`config.mk`:
```
export PLATFORM = sky130hd
export DESIGN_NAME = zap_wb_merger
export DESIGN_NICKNAME = d
export VERILOG_FILES = /design/src/rtl/zap_wb_merger.sv
export SDC_FILE = /design/constraint.sdc
export NUM_CORES = 1
export LEC_CHECK = 0
export ABC_AREA = 1
export BUFFER_PORTS_ARGS = -buffer_cell sky130_fd_sc_hd__buf_2
export CORE_ASPECT_RATIO = 1.75
export CORE_MARGIN = 10
export CORE_UTILIZATION = 40
export DETAILED_ROUTE_END_ITERATION = 6
export PLACE_DENSITY = 0.92
export SLEW_MARGIN = 5
export SYNTH_ARGS = -nofsm -noshare
export SYNTH_HDL_FRONTEND = slang
export SYNTH_SLANG_ARGS = --single-unit
```
`constraint.sdc`:
```
create_clock -name i_clk -period 2.6 [get_ports i_clk]
set_input_delay 0.26 -clock i_clk [delete_from_list [all_inputs] [get_ports i_clk]]
set_output_delay 0.26 -clock i_clk [all_outputs]
set_load 0.1 [all_outputs]
```
`src/rtl/zap_wb_merger.sv`:
```
// Two-master (code/data) to one-slave Wishbone merger. Arbitrates the caches'
// combinational *_nxt buses, registers the winner and routes ACK back to its owner.
module zap_wb_merger #(
  parameter int ROUND_ROBIN = 1,
  parameter int DATA_W      = 32
) (
  input  logic                i_clk,
  input  logic                i_reset,

  input  logic                i_c_wb_cyc_nxt,
  input  logic                i_c_wb_stb_nxt,
  input  logic                i_c_wb_wen_nxt,
  input  logic [DATA_W/8-1:0] i_c_wb_sel_nxt,
  input  logic [31:0]         i_c_wb_adr_nxt,
  input  logic [DATA_W-1:0]   i_c_wb_dat_nxt,
  input  logic [2:0]          i_c_wb_cti_nxt,
  output logic                o_c_wb_ack,

  input  logic                i_d_wb_cyc_nxt,
  input  logic                i_d_wb_stb_nxt,
  input  logic                i_d_wb_wen_nxt,
  input  logic [DATA_W/8-1:0] i_d_wb_sel_nxt,
  input  logic [31:0]         i_d_wb_adr_nxt,
  input  logic [DATA_W-1:0]   i_d_wb_dat_nxt,
  input  logic [2:0]          i_d_wb_cti_nxt,
  output logic                o_d_wb_ack,

  output logic [DATA_W-1:0]   o_wb_dat_rd,

  output logic                o_wb_cyc,
  output logic                o_wb_stb,
  output logic                o_wb_wen,
  output logic [DATA_W/8-1:0] o_wb_sel,
  output logic [31:0]         o_wb_adr,
  output logic [DATA_W-1:0]   o_wb_dat,
  output logic [2:0]          o_wb_cti,
  input  logic [DATA_W-1:0]   i_wb_dat,
  input  logic                i_wb_ack,

  output logic                o_owner
);

  // owner/last encoding: 0 = code, 1 = data
  logic owner_ff;
  logic last_ff;
  logic owner_nxt;
  logic owner_cyc_nxt;
  logic arb;
  logic any_req;

  always_comb begin
    owner_cyc_nxt = owner_ff ? i_d_wb_cyc_nxt : i_c_wb_cyc_nxt;
    // Ownership may only move once the current beat is done and the owner has released cyc.
    arb           = (!o_wb_stb || i_wb_ack) && (!o_wb_cyc || !owner_cyc_nxt);
    any_req       = i_c_wb_cyc_nxt || i_d_wb_cyc_nxt;
    owner_nxt     = owner_ff;
    if (arb) begin
      if (i_c_wb_cyc_nxt && i_d_wb_cyc_nxt)
        owner_nxt = (ROUND_ROBIN != 0) ? ~last_ff : 1'b1;
      else if (i_d_wb_cyc_nxt)
        owner_nxt = 1'b1;
      else if (i_c_wb_cyc_nxt)
        owner_nxt = 1'b0;
    end
  end

  always_ff @(posedge i_clk) begin
    if (i_reset) begin
      owner_ff <= 1'b0;
      last_ff  <= 1'b1;
      o_wb_cyc <= 1'b0;
      o_wb_stb <= 1'b0;
      o_wb_wen <= 1'b0;
      o_wb_sel <= '0;
      o_wb_adr <= '0;
      o_wb_dat <= '0;
      o_wb_cti <= 3'b000;
    end else begin
      owner_ff <= owner_nxt;
      if (arb && any_req)
        last_ff <= owner_nxt;
      if (owner_nxt) begin
        o_wb_cyc <= i_d_wb_cyc_nxt;
        o_wb_stb <= i_d_wb_stb_nxt;
        o_wb_wen <= i_d_wb_wen_nxt;
        o_wb_sel <= i_d_wb_sel_nxt;
        o_wb_adr <= i_d_wb_adr_nxt;
        o_wb_dat <= i_d_wb_dat_nxt;
        o_wb_cti <= i_d_wb_cti_nxt;
      end else begin
        o_wb_cyc <= i_c_wb_cyc_nxt;
        o_wb_stb <= i_c_wb_stb_nxt;
        o_wb_wen <= i_c_wb_wen_nxt;
        o_wb_sel <= i_c_wb_sel_nxt;
        o_wb_adr <= i_c_wb_adr_nxt;
        o_wb_dat <= i_c_wb_dat_nxt;
        o_wb_cti <= i_c_wb_cti_nxt;
      end
    end
  end

  // ACKs seen while no strobe is outstanding are dropped.
  assign o_c_wb_ack  = i_wb_ack && o_wb_stb && !owner_ff;
  assign o_d_wb_ack  = i_wb_ack && o_wb_stb &&  owner_ff;
  assign o_wb_dat_rd = i_wb_dat;
  assign o_owner     = owner_ff;

endmodule

```
* Word level (Yosys, flattened, before mapping)
Cells that the tools add are included.
Storage, ports and cells: register bits 76, bits of input ports 183, output and inout bits 109, word-level logic and storage cells 35
Operators by class: mux-type cells 12, bitwise operators 1, reduce and logical (&&, ||, !) cells 13
Operators with widths (number):
- 2-to-1 mux 32 bit | 2
- 2-to-1 mux 1 bit | 8
- logical AND 1 bit | 6
- zero test 1 bit | 4
- 2-to-1 mux 4 bit | 1
- logical OR 1 bit | 3
- 2-to-1 mux 3 bit | 1
- NOT 1 bit | 1

* Depth between registers and ports, before layout
word-level depth 6, depth in mapped cells 10, mapped depth without buffers 8

* Least setup slack after synthesis
Ideal clock, no wire load.
path kind register to output, start point register o_wb_stb, end point output o_c_wb_ack, arrival time 3.193 ns, required time 2.340 ns, slack -0.853 ns, stages on the path, launching flop included 3, buffers on the path 0, cell sequence dfxtp_1 > inv_1 > nor3_1
Between the ends: word-level cells in the longest chain between the ends 2
RTL lines:
- start, declared | RTL line 31 | output logic o_wb_stb,
- start signal, assigned | RTL line 84 | o_wb_stb <= i_d_wb_stb_nxt;
- start signal, assigned | RTL line 92 | o_wb_stb <= i_c_wb_stb_nxt;
- logical AND 1 bit (2 in series) | RTL line 103 | assign o_c_wb_ack = i_wb_ack && o_wb_stb && !owner_ff;
- end, declared | RTL line 17 | output logic o_c_wb_ack,
No other way between the ends.

* Worst setup path after layout
start point register o_wb_stb, end point output o_d_wb_ack
Between the ends: word-level cells in the longest chain between the ends 2
RTL lines:
- logical AND 1 bit (2 in series) | RTL line 104 | assign o_d_wb_ack = i_wb_ack && o_wb_stb && owner_ff;
- end, declared | RTL line 26 | output logic o_d_wb_ack,
No other way between the ends.

==> summary.txt <==
Status = complete, no violations
Area leader, netlist = dfxtp_1
Total gr overflow = 0
Vias = 3771
Total routed wirelength = 12600 um
Avg Cell Area, Syn = 6.56 sq um
Initial antenna violation count = 1
Final setup viols = 0
Asr flop ratio synth = 0
Setup bufs post-CTS = 0
Die W = 91.1 um
Detailed Route Iter0 Violations = 192
Startpoint Class = flip-flop
CTS resizes = 0
Final hold vios = 0
Max-cap violations = 0
Critical path depth = 3
Reg clk slew, reported paths = 0.06 ns
Die area = 13200 sq um
IO Port Bufs = 227
Syn Nets = 723
Post-synthesis cell count = 540
Slew of the pin with the lowest slew margin = 0.520 ns
Critical path's slowest cell = buf_2
Clock Path Buffers = 2
Final period util = 0.639
Synth cell count leaders = nor2_1, nand2_1, inv_1, nand3_1, dfxtp_1
Hold buffers post-CTS = 0
Synth Cell Area = 3540 sq um
EDFF count, synth = 0
Root buf cell = clkbuf_16
DR pass1 iterations = 4
Largest net degree at the start of global routing = 75
Crit path max-delay family = buffers and inverters
Area delta synth->final = 36.7%
Final WS setup = 0.940 ns
Top FF cell, synth = dfxtp_1
RSZ-0062 raised after global routing = no
TritonCTS clock tree = done
Required @ worst endpoint = 2.34 ns
Hold Path Depth = 2
GRT Util Overall = 0.176
Post-route DRC = 0
Total inserted antenna cells = 0
Crit Path Class = flip-flop to output port
Slew headroom = 0.656
Post-DP Area = 4500 sq um
Core box area = 8670 sq um
Synth top area share = 0.430
H-tree depth = 3
CP endpoint kind = output port
Detail Route Antenna Nets = 0
Max Slew Vio Count = 0
Design area = 4840 sq um
Synth area leaders = dfxtp_1, nor2_1, nand3_1
Cell with the most instances after synthesis = nor2_1
Setup WS pre-CTS = 1.03 ns
Vias/cell = 4.47
Vias in the first global route = 3694
Clock skew = 0.00664 ns
Fillers = 862
# clock sinks = 76
First-pass GRT wire length = 18500 um
Cells on worst reg2reg path = 9
Die height = 144 um
Num CTS Buffers = 9
Leak pwr = 0.00294 uW
P per Cell Area = 952 nW/um^2
Cell variety after synth = 15
Synth warn = 0
Maximum VDD drop = 0.544 mV
Cell Rows = 45
CP peak stage delay = 0.44 ns
Worst-skew pair later-pin latency = 0.32 ns
Flip-flop and latch count after synthesis = 76
WP data arrival = 1.40 ns
Worst-path fanout max = 3
Nets = 904
Bufs and invs on worst path = 2
DP HPWL = 9820 um
Sequential area share after synthesis = 0.430
Critical path, cell by cell = inv_1 > nor3_2 > buf_2
Final min period = 1.66 ns
Initial Util = 0.409
Max Freq = 602 MHz
Io pins = 292
Wire per inst = 14.9 um
GPL Wtd Cong = 0.816
Layout cells sized above 1 = 0.357
HP Class = input pin to flip-flop
## area by class of cell
class,instances,area (sq um),area share
sequential,76,1520,0.314
multi-input combinational,320,1330,0.275
timing repair buffer,234,1200,0.248
inverter,80,300,0.0620
clock buffer,10,229,0.0473
tap,117,146,0.0302
clock inverter,6,113,0.0233
## final timing paths
check	start	end	slack (ns)
setup / recovery	o_wb_stb	o_d_wb_ack	0.94
hold reg to reg	last_ff	last_ff	0.48
hold / removal	i_reset	o_owner	0.12
setup reg to reg	o_owner	o_wb_adr[21]	1.02
## power by group
group          switching (uW)  internal, uW  total (uW)  leakage [uW]
logic                    1500           337        1840       0.00214
registers                40.8          1310        1350      0.000634
clock network             479           939        1420      0.000167
## per-stage QoR
step | utilization | power, uW | hold WS, ns | instances | TNS [ns]
floorplan | - | 3100 | 0.329 | 540 | -0.0970
global placement | 0.519 | 3200 | 0.459 | 827 | 0
detailed placement | 0.519 | 3230 | 0.454 | 827 | 0
CTS | 0.558 | 4660 | 0.108 | 843 | 0
global route | 0.558 | 4800 | 0.106 | 843 | 0
finish | 0.558 | 4610 | 0.120 | 843 | 0
## cells in the final DEF, fill, tap and decap left out
cell,netlist,layout
nand3_2,1,2
inv_2,2,3
nand3_1,77,76
a21oi_1,1,1
inv_1,78,77
o21ai_0,1,1
clkinv_4,0,2
nand2_2,1,3
bufinv_16,0,3
clkbuf_16,0,9
nor2_1,150,150
buf_2,15,227
clkinv_2,0,1
nand2_1,87,85
buf_12,0,1
buf_4,38,6
nor3_2,0,2
clkbuf_1,10,1
dfxtp_1,76,76
## registers in the layout, indices dropped and copies added (netlist names)
signal    flops
o_wb_sel      4
o_wb_cyc      1
o_wb_dat     32
o_owner       1
o_wb_cti      3
o_wb_adr     32
last_ff       1
o_wb_stb      1
o_wb_wen      1
## kinds of logic (layout without fill, tap and decap cells)
logic type      after synthesis  in the layout  share of synthesized area
buf+inv                     144            330                      0.200
flops                        76             76                      0.430
compound gates                2              2                    0.00282
simple gates                318            318                      0.367
## routing by layer
layer	share of wire	wire length [um]	track usage
met3	0.084	1050	0.0586
met2	0.55	6970	0.336
met5	0.00087	11	0
met4	0.044	555	0.110
met1	0.32	3990	0.154
Power figures use the tool's default switching activity.
